File: src/rtl/wave_gen_pkg.sv
`default_nettype none
// ============================================================================
// wave_gen_pkg: shared types, constants and the sine-table builder.
// Rev 1.0
// ============================================================================
package wave_gen_pkg;

    typedef enum logic [2:0] {
        WAVE_DC  = 3'd0,
        WAVE_SAW = 3'd1,
        WAVE_TRI = 3'd2,
        WAVE_SQR = 3'd3,
        WAVE_SIN = 3'd4
    } wave_e;

    localparam int                 SAMPLE_W = 12;
    localparam logic [SAMPLE_W-1:0] MIDSCALE = 12'h800;
    localparam int                 LUT_AW   = 8;

    // pi in Q40 fixed point
    localparam logic [47:0] c_pi_q40 = 48'h3243F6A8886;

    // round(2047*sin((i+0.5)*pi/512)) by Q40 Taylor series; elaboration-time only
    function automatic logic [10:0] sine_mag(input int unsigned i);
        logic [127:0] x, x2, term, acc, y;
        x    = (128'(2 * i + 1) * 128'(c_pi_q40)) >> 10;
        x2   = (x * x) >> 40;
        term = x;
        acc  = x;
        for (int k = 1; k <= 9; k++) begin
            term = ((term * x2) >> 40) / 128'((2 * k) * (2 * k + 1));
            if (k % 2 == 1) acc = acc - term;
            else            acc = acc + term;
        end
        y = (acc * 128'd2047 + (128'd1 << 39)) >> 40;
        return 11'(y);
    endfunction

    // Step through the legal waveform codes, skipping the reserved ones
    function automatic logic [2:0] next_wave(input logic [2:0] s);
        return (s >= 3'd4) ? 3'd0 : s + 3'd1;
    endfunction

endpackage
`default_nettype wire

File: src/rtl/sine_quarter_lut.sv
`default_nettype none
// ============================================================================
// sine_quarter_lut: registered 256x11 quarter-wave sine magnitude ROM.
// Rev 1.0
// ============================================================================
module sine_quarter_lut
    import wave_gen_pkg::*;
(
    input  logic              clk,
    input  logic              reset,
    input  logic              en,
    input  logic [LUT_AW-1:0] idx,
    output logic [10:0]       mag
);

    logic [10:0] rom_w [2**LUT_AW];
    logic [10:0] mag_d, mag_q;

    for (genvar i = 0; i < 2**LUT_AW; i++) begin : g_rom
        localparam logic [10:0] c_val = sine_mag(i);
        assign rom_w[i] = c_val;
    end

    always_comb begin
        mag_d = mag_q;
        if (en) mag_d = rom_w[idx];
    end

    always_ff @(posedge clk or negedge reset) begin
        if (!reset) mag_q <= '0;
        else        mag_q <= mag_d;
    end

    assign mag = mag_q;

endmodule
`default_nettype wire

File: src/rtl/dual_wave_sample_gen.sv
`default_nettype none
// ============================================================================
// dual_wave_sample_gen: two-channel DDS sample source feeding the SPI DAC.
// Optional macro WAVE_PB_CYCLE_EN: debounced pushbuttons cycle each waveform.
// Rev 1.0
// ============================================================================
module dual_wave_sample_gen
    import wave_gen_pkg::*;
#(
    parameter int ACC_W      = 24,
    parameter int TICK_DIV   = 2000,
    parameter int DEB_CYCLES = 1000000
) (
    input  logic             clk,
    input  logic             reset,
    input  logic             enable,
    input  logic             phase_rst,
    input  logic [2:0]       wave_sel_a,
    input  logic [2:0]       wave_sel_b,
    input  logic [ACC_W-1:0] freq_word_a,
    input  logic [ACC_W-1:0] freq_word_b,
    input  logic [11:0]      dc_level_a,
    input  logic [11:0]      dc_level_b,
    input  logic             pb_a,
    input  logic             pb_b,
    output logic [11:0]      ch_a_data,
    output logic [11:0]      ch_b_data,
    output logic             sample_valid
);

    localparam int c_div_w = (TICK_DIV > 1) ? $clog2(TICK_DIV) : 1;
    localparam logic [c_div_w-1:0] c_div_term = c_div_w'(TICK_DIV - 1);

    logic [c_div_w-1:0] div_d, div_q;
    logic tick_d, tick_q, v1_d, v1_q, v2_d, v2_q, valid_d, valid_q;

    // When disabled every stage holds, so an in-flight sample resumes later
    always_comb begin
        div_d   = div_q;
        tick_d  = tick_q;
        v1_d    = v1_q;
        v2_d    = v2_q;
        valid_d = 1'b0;
        if (enable) begin
            tick_d  = (div_q == c_div_term);
            div_d   = tick_d ? '0 : div_q + c_div_w'(1);
            v1_d    = tick_q;
            v2_d    = v1_q;
            valid_d = v2_q;
        end
    end

    always_ff @(posedge clk or negedge reset) begin
        if (!reset) begin
            div_q   <= '0;
            tick_q  <= 1'b0;
            v1_q    <= 1'b0;
            v2_q    <= 1'b0;
            valid_q <= 1'b0;
        end else begin
            div_q   <= div_d;
            tick_q  <= tick_d;
            v1_q    <= v1_d;
            v2_q    <= v2_d;
            valid_q <= valid_d;
        end
    end

    logic w_s1, w_s2, w_s3;
    assign w_s1 = enable & tick_q;
    assign w_s2 = enable & v1_q;
    assign w_s3 = enable & v2_q;

    logic [2:0]       sel_in_w [2];
    logic [ACC_W-1:0] fw_w     [2];
    logic [11:0]      dc_w     [2];
    logic             pb_w     [2];
    logic [11:0]      data_w   [2];

    assign sel_in_w[0] = wave_sel_a;
    assign sel_in_w[1] = wave_sel_b;
    assign fw_w[0]     = freq_word_a;
    assign fw_w[1]     = freq_word_b;
    assign dc_w[0]     = dc_level_a;
    assign dc_w[1]     = dc_level_b;
    assign pb_w[0]     = pb_a;
    assign pb_w[1]     = pb_b;

`ifndef WAVE_PB_CYCLE_EN
    localparam int c_unused_deb = DEB_CYCLES;
`endif

    for (genvar c = 0; c < 2; c++) begin : g_ch
        logic [2:0]          sel_w;
        logic [ACC_W-1:0]    phase_d, phase_q;
        logic [2:0]          sel1_d, sel1_q, sel2_d, sel2_q;
        logic [11:0]         dc1_d, dc1_q, dc2_d, dc2_q;
        logic [SAMPLE_W-1:0] p_w, p2_d, p2_q;
        logic [11:0]         data_d, data_q;
        logic [LUT_AW-1:0]   idx_w;
        logic [10:0]         mag_w;

`ifdef WAVE_PB_CYCLE_EN
        localparam int c_deb_w = $clog2(DEB_CYCLES + 1);
        logic                sync1_q, sync2_q, stable_d, stable_q;
        logic [c_deb_w-1:0]  deb_d, deb_q;
        logic [2:0]          sel_int_d, sel_int_q;
        logic                unused_sel;

        // Input must differ from the stable level for DEB_CYCLES straight clks
        always_comb begin
            stable_d  = stable_q;
            deb_d     = '0;
            sel_int_d = sel_int_q;
            if (sync2_q != stable_q) begin
                if (deb_q == c_deb_w'(DEB_CYCLES - 1)) begin
                    stable_d = sync2_q;
                    if (sync2_q) sel_int_d = next_wave(sel_int_q);
                end else begin
                    deb_d = deb_q + c_deb_w'(1);
                end
            end
        end

        always_ff @(posedge clk or negedge reset) begin
            if (!reset) begin
                sync1_q   <= 1'b0;
                sync2_q   <= 1'b0;
                stable_q  <= 1'b0;
                deb_q     <= '0;
                sel_int_q <= 3'd0;
            end else begin
                sync1_q   <= pb_w[c];
                sync2_q   <= sync1_q;
                stable_q  <= stable_d;
                deb_q     <= deb_d;
                sel_int_q <= sel_int_d;
            end
        end

        assign sel_w      = sel_int_q;
        assign unused_sel = ^sel_in_w[c];
`else
        logic unused_pb;
        assign sel_w     = sel_in_w[c];
        assign unused_pb = pb_w[c];
`endif

        assign p_w   = phase_q[ACC_W-1 -: SAMPLE_W];
        assign idx_w = p_w[10] ? ~p_w[9:2] : p_w[9:2];

        sine_quarter_lut u_lut (
            .clk   (clk),
            .reset (reset),
            .en    (w_s2),
            .idx   (idx_w),
            .mag   (mag_w)
        );

        always_comb begin
            phase_d = phase_q;
            sel1_d  = sel1_q;
            dc1_d   = dc1_q;
            p2_d    = p2_q;
            sel2_d  = sel2_q;
            dc2_d   = dc2_q;
            data_d  = data_q;
            if (w_s1) begin
                phase_d = phase_q + fw_w[c];
                sel1_d  = sel_w;
                dc1_d   = dc_w[c];
            end
            // Clear wins over a coincident increment
            if (phase_rst) phase_d = '0;
            if (w_s2) begin
                p2_d   = p_w;
                sel2_d = sel1_q;
                dc2_d  = dc1_q;
            end
            if (w_s3) begin
                case (sel2_q)
                    WAVE_DC:  data_d = dc2_q;
                    WAVE_SAW: data_d = p2_q;
                    WAVE_TRI: data_d = p2_q[11] ? ~{p2_q[10:0], 1'b0} : {p2_q[10:0], 1'b0};
                    WAVE_SQR: data_d = p2_q[11] ? 12'd0 : 12'd4095;
                    WAVE_SIN: data_d = p2_q[11] ? 12'd2047 - {1'b0, mag_w}
                                                : 12'd2048 + {1'b0, mag_w};
                    default:  data_d = MIDSCALE;
                endcase
            end
        end

        always_ff @(posedge clk or negedge reset) begin
            if (!reset) begin
                phase_q <= '0;
                sel1_q  <= 3'd0;
                dc1_q   <= '0;
                p2_q    <= '0;
                sel2_q  <= 3'd0;
                dc2_q   <= '0;
                data_q  <= MIDSCALE;
            end else begin
                phase_q <= phase_d;
                sel1_q  <= sel1_d;
                dc1_q   <= dc1_d;
                p2_q    <= p2_d;
                sel2_q  <= sel2_d;
                dc2_q   <= dc2_d;
                data_q  <= data_d;
            end
        end

        assign data_w[c] = data_q;
    end

    assign ch_a_data    = data_w[0];
    assign ch_b_data    = data_w[1];
    assign sample_valid = valid_q;

endmodule
`default_nettype wire

File: config.mk
export PLATFORM = sky130hd
export DESIGN_NAME = dual_wave_sample_gen
export DESIGN_NICKNAME = d
export VERILOG_FILES = /design/src/rtl/wave_gen_pkg.sv /design/src/rtl/sine_quarter_lut.sv /design/src/rtl/dual_wave_sample_gen.sv
export SDC_FILE = /design/constraint.sdc
export NUM_CORES = 1
export LEC_CHECK = 0
export CORE_AREA = 2 2 327 264
export CTS_CLUSTER_DIAMETER = 30
export CTS_CLUSTER_SIZE = 20
export DETAILED_ROUTE_END_ITERATION = 7
export DIE_AREA = 0 0 329 266
export GPL_TIMING_DRIVEN = 0
export SLEW_MARGIN = 20
export SYNTH_ARGS = -nofsm -noshare
export SYNTH_HDL_FRONTEND = slang
export SYNTH_SLANG_ARGS = --single-unit
File: constraint.sdc
create_clock -name clk -period 6.9 [get_ports clk]
set_input_delay 1.035 -clock clk [delete_from_list [all_inputs] [get_ports clk]]
set_output_delay 1.035 -clock clk [all_outputs]
set_load 0.005 [all_outputs]
* Word level (Yosys, flattened, before mapping) *
Memory sizes are Yosys's and may differ from the RTL's. A register that Yosys moved wholly into a read port is not among the register bits.
Index checks and enable logic that the tools add are counted.

word-level totals
  memory bits (read-only) = 5632
  memories kept = 2
  register bits = 171
  output and inout bits = 25
  input port bits = 84
  word-level logic and storage cells = 67

cells by class
  bitwise gates (word level) = 9
  equality and inequality tests = 9
  multiplexer cells = 16
  reductions and logical operators = 5
  add/sub/neg operators = 7

memory list
  memory            words  bits a word  rd ports  clocked after memory_dff  write ports  RTL line                source
  (name not given)  256    11           1         1                         0            sine_quarter_lut.sv:26  if (en) mag_d = rom_w[idx];
  (name not given)  256    11           1         1                         0            sine_quarter_lut.sv:26

operators by type and width
  operator                                             count
  one-hot mux 12 bit (5 select lines)                  2
  2-to-1 mux 24 bit                                    4
  2-to-1 mux 12 bit                                    6
  adder 24 bit                                         2
  adder 12 x 11 -> 12 bit (first input constant)       2
  NOT 12 bit                                           2
  subtractor 11 x 11 -> 12 bit (first input constant)  2
  NOT 8 -> 9 bit                                       2
  2-to-1 mux 8 bit                                     2
  NOT 8 bit                                            2
  == test 3 x 2 -> 1 bit (second input constant)       4
  adder 11 x 1 -> 11 bit (second input constant)       1
  == test 11 bit (second input constant)               1
  2-to-1 mux 11 bit                                    1
  == test 3 x 1 -> 1 bit (second input constant)       2
  == test 3 bit (second input constant)                2
  zero test 3 bit                                      2
  bitwise AND 1 bit                                    3
  zero test 1 bit                                      2
  nonzero test 2 bit                                   1
  2-to-1 mux 1 bit                                     1

* Logic depth before layout (Yosys ltp) *
  depth after elaboration = 3
  mapped depth = 16
  depth with buffers taken out = 10

* By module *
A second synthesis with hierarchy kept.

second synthesis, totals
  cell total of the unflattened synthesis = 2148
  area, all modules = 16997.6 um2

by module, submodules not included
  module                             cells each  instances  area an instance (um2)  sequential area each (um2)
  dual_wave_sample_gen               1137        1          10298.6                 4281.6
  sine_quarter_lut at g_ch[0].u_lut  511         1          3370.7                  275.3
  sine_quarter_lut at g_ch[1].u_lut  500         1          3328.2                  275.3

* Least setup slack after synthesis *
Ideal clock, no wire load.

  kind = register to register
  from = register g_ch[1].phase_q[22]
  to = register g_ch[1].u_lut.mag_q[5]
  path slack = 3.410 ns
  data required time = 6.790 ns
  library setup time = 0.110 ns
  buffers on the path = 5
  stages on the path, launching flop included = 16
  clock period less this slack = 3.490 ns
  arrival time = 3.380 ns
  cell sequence = dfrtp_1 buf_2 buf_2 clkbuf_1 buf_2 xor2_1 inv_1 ha_1 clkbuf_1 nor3b_1 o21ai_0 and3_1 a21oi_1 o21ai_0 o311a_1 o41ai_1

on the way
  word-level cells in the longest chain between the ends = 2

RTL lines
  item                                  RTL line                     source
  start, declared                       dual_wave_sample_gen.sv:95   logic [ACC_W-1:0] phase_d, phase_q;
  start signal, assigned                dual_wave_sample_gen.sv:203  phase_q <= phase_d;
  2-to-1 mux 8 bit                      dual_wave_sample_gen.sv:150  assign idx_w = p_w[10] ? ~p_w[9:2] : p_w[9:2];
  NOT 8 -> 9 bit (implied by the code)  sine_quarter_lut.sv:26
  end, declared                         sine_quarter_lut.sv:17       logic [10:0] mag_d, mag_q;

No other way between the ends.
A chain may end at the register's enable or synchronous reset.

* Worst setup path in the final report *
  from = register g_ch[1].phase_q[22]
  to = register g_ch[1].u_lut.mag_q[3]

Same word-level chain as after synthesis.

==> results_dict.tcl <==
set metrics [dict create \
    outcome "finished, final reports clean" \
    ir_worst_vdd_v 0.000169 \
    cts.path.max_buffers 2 \
    cts_sinks 193 \
    crit_path_end_kind "flop" \
    synth_edf_count 0 \
    post_drt_wl_per_cell_um 31.8 \
    dr.pass1.iters 7 \
    dieArea_mm2 0.0875 \
    period_needed_ns 6.52 \
    cpMaxStageDelayCell "clkbuf_1" \
    cpLargestDelayFamily "buffers and inverters" \
    path_cells "buf_2 -> buf_2 -> clkbuf_1 -> buf_2 -> xor2_1 -> ha_1 -> clkbuf_1 -> clkbuf_1 -> nand2_1 -> a31oi_1 -> o21ai_0 -> a311oi_1 -> nor3_1" \
    die_w_um 329 \
    skew_ns 0.0189 \
    clkTransAtPathRegs_ns 0.08 \
    ys_top_cells_by_area "dfrtp_1, nand2_1, o21ai_0" \
    die_h_um 266 \
    post-synth-top-count-cell "nand2_1" \
    drc 0 \
    grt_max_degree 87 \
    yosysSeqAreaShare 0.232 \
    maxSlewHeadroom 0.180 \
    worstPathMaxFanout 10 \
    cp.arrival_ns 6.85 \
    synth_commonest_cells "nand2_1, o21ai_0, a21oi_1, nor2_1, dfrtp_1" \
    cts-root-buf "clkbuf_16" \
    power.leakage_nw 9.60 \
    multiInputGateArea_mm2 0.0146 \
    final_cells 4170 \
    max_freq_mhz 153 \
    setup_slack_ns 0.379 \
    place_hpwl_um 100000 \
    ys_ff_latch 193 \
    yosys_warnings 0 \
    core_area_mm2 0.0847 \
    cts.repair.resized 0 \
    fillers 9432 \
    gp_congestion 1.08 \
    yosys_most_used_dff "dfrtp_1" \
    tightest_slew_ns 1.22 \
    port_buffers 105 \
    overflow 0 \
    whs_ns 0.418 \
    fp-row-count 96 \
    max_stage_delay_ns 0.76 \
    power_density_mw_per_mm2 112 \
    drv_slew 0 \
    synthesis.nets 3059 \
    required_ns 7.23 \
    num_vias 26100 \
    synth_top_area_share 0.229 \
    antenna_found_initial 13 \
    synth_top_cell_by_area "dfrtp_1" \
    grt_pass1_wl_um 186000 \
    critPathBufInv 6 \
    async_reset_ff_frac 1.00 \
    wl_um 132000 \
    hold_viol_final 0 \
    layout-drive-gt1-share 0.0734 \
    rsz0062_at_grt "no" \
    hold_buffers 0 \
    first_global_vias 24100 \
    place_ws_ns 0.927 \
    drt-initial-drc-count 3978 \
    timing.final.crit_share 0.945 \
    synthDistinctLibCells 105 \
    cts_tree "yes" \
    htreeDepth 4 \
    layout.nets 3186 \
    finalSetupViolations 0 \
    grt_usage 0.293 \
    path_class "reg2reg" \
    synthCells 2898 \
    seqCellArea_mm2 0.00483 \
    ant_nets 0 \
    placedCellCount 4133 \
    numCtsBuffers 17 \
    clk_latency_ns 0.47 \
    floorplan.initialDensity 0.246 \
    synthToLayoutAreaGrowth_pct 15.1 \
    cap_violations 0 \
    post_cts_buffers 0 \
    hp-class "in2async" \
    syn_avg_cell_area_um2 7.20 \
    avgViaCountPerCell 6.25 \
    start_kind "flop" \
    syn-cell-area_mm2 0.0209 \
    ios 109 \
]
## stage by stage
step / util / TNS (ns) / power, mW / cell area (um2)
detailed placement: 0.277 / 0 / 1.68 / 23400
floorplan: - / 0 / 1.49 / 20900
finish: 0.284 / 0 / 2.70 / 24000
global placement: 0.276 / -708.13 / 1.67 / 23300
global route: 0.284 / 0 / 2.82 / 24000
CTS: 0.284 / 0 / 2.71 / 24000
## path summary, 6_finish.rpt
| path | startpoint | endpoint | slack, ns | depth (start not counted) |
|---|---|---|---|---|
| max in group asynchronous | reset | ch_a_data[11] | 5.29 | 3 |
| worst max register to register | g_ch[1].phase_q[22] | g_ch[1].u_lut.mag[3] | 0.38 | 13 |
| worst max-delay path | g_ch[1].phase_q[22] | g_ch[1].u_lut.mag[3] | 0.38 | 13 |
| min in group clk | g_ch[0].dc1_q[11] | g_ch[0].dc2_q[11] | 0.46 | 2 |
| worst min register to register | g_ch[0].dc1_q[11] | g_ch[0].dc2_q[11] | 0.46 | 2 |
| worst min-delay path | reset | g_ch[1].phase_q[5] | 0.42 | 1 |
## cell usage in the layout, fill, tap and decap left out, types with 25 or more instances in the layout
cell type	count
a21oi_1	225
clkbuf_1	133
dfrtp_1	191
a221oi_1	33
xor2_1	27
xnor2_1	38
nand3_1	62
a22oi_1	28
a211oi_1	50
o21ai_0	255
o22ai_1	70
nand2b_1	68
a31oi_1	54
nor2_1	195
and2_1	28
a21o_1	42
ha_1	75
nand2_1	484
buf_2	89
inv_1	39
nor2b_1	65
nor3_1	71
o221ai_1	25
o211ai_1	38
clkdlybuf4s50_1	104
## power by group
| part | switching [mW] | internal, mW | total [mW] |
|---|---|---|---|
| clock network | 0.544 | 0.489 | 1.03 |
| logic | 0.214 | 0.176 | 0.390 |
| registers | 0.0666 | 1.21 | 1.27 |
## sequential cells by signal (all words and copies together), names as in the netlist, 6 cells and up
name	count
g_ch.sel2_q	6
g_ch.sel1_q	6
g_ch.u_lut.mag	22
g_ch.dc1_q	24
g_ch.dc2_q	24
div_q	11
ch_a_data	12
ch_b_data	12
g_ch.phase_q	48
g_ch.p2_q	24
## layer usage
| layer | wire (um) | global-route usage | up-vias |
|---|---|---|---|
| met5 | 160 | 0 | - |
| met4 | 5380 | 0.101 | 14 |
| met3 | 18000 | 0.116 | 344 |
| met2 | 48800 | 0.377 | 1971 |
| met1 | 60000 | 0.430 | 12700 |
| li1 | - | - | 11000 |
## area by class of cell
| class | count | share of cell area |
|---|---|---|
| clock buffers | 18 | 0.0179 |
| multi-input cells | 2388 | 0.609 |
| well taps | 1127 | 0.0587 |
| inverters | 47 | 0.00734 |
| plain buffers | 270 | 0.0527 |
| clock inverters | 14 | 0.00656 |
| diodes | 5 | 0.000521 |
| flip-flops and latches | 193 | 0.201 |
| repair buffers | 108 | 0.0467 |
## cells by family after synthesis
kind of cell,count (synthesis),share of synthesized area
adder cells (fa/ha/maj),78,0.0474
buffers and inverters,317,0.0690
AND/OR/NAND/NOR,1120,0.252
flip-flops,193,0.232
XOR/XNOR,76,0.0362
AO/OA/AOI/OAI,1077,0.341
multiplexers,37,0.0224
Power figures use the tool's default switching activity.
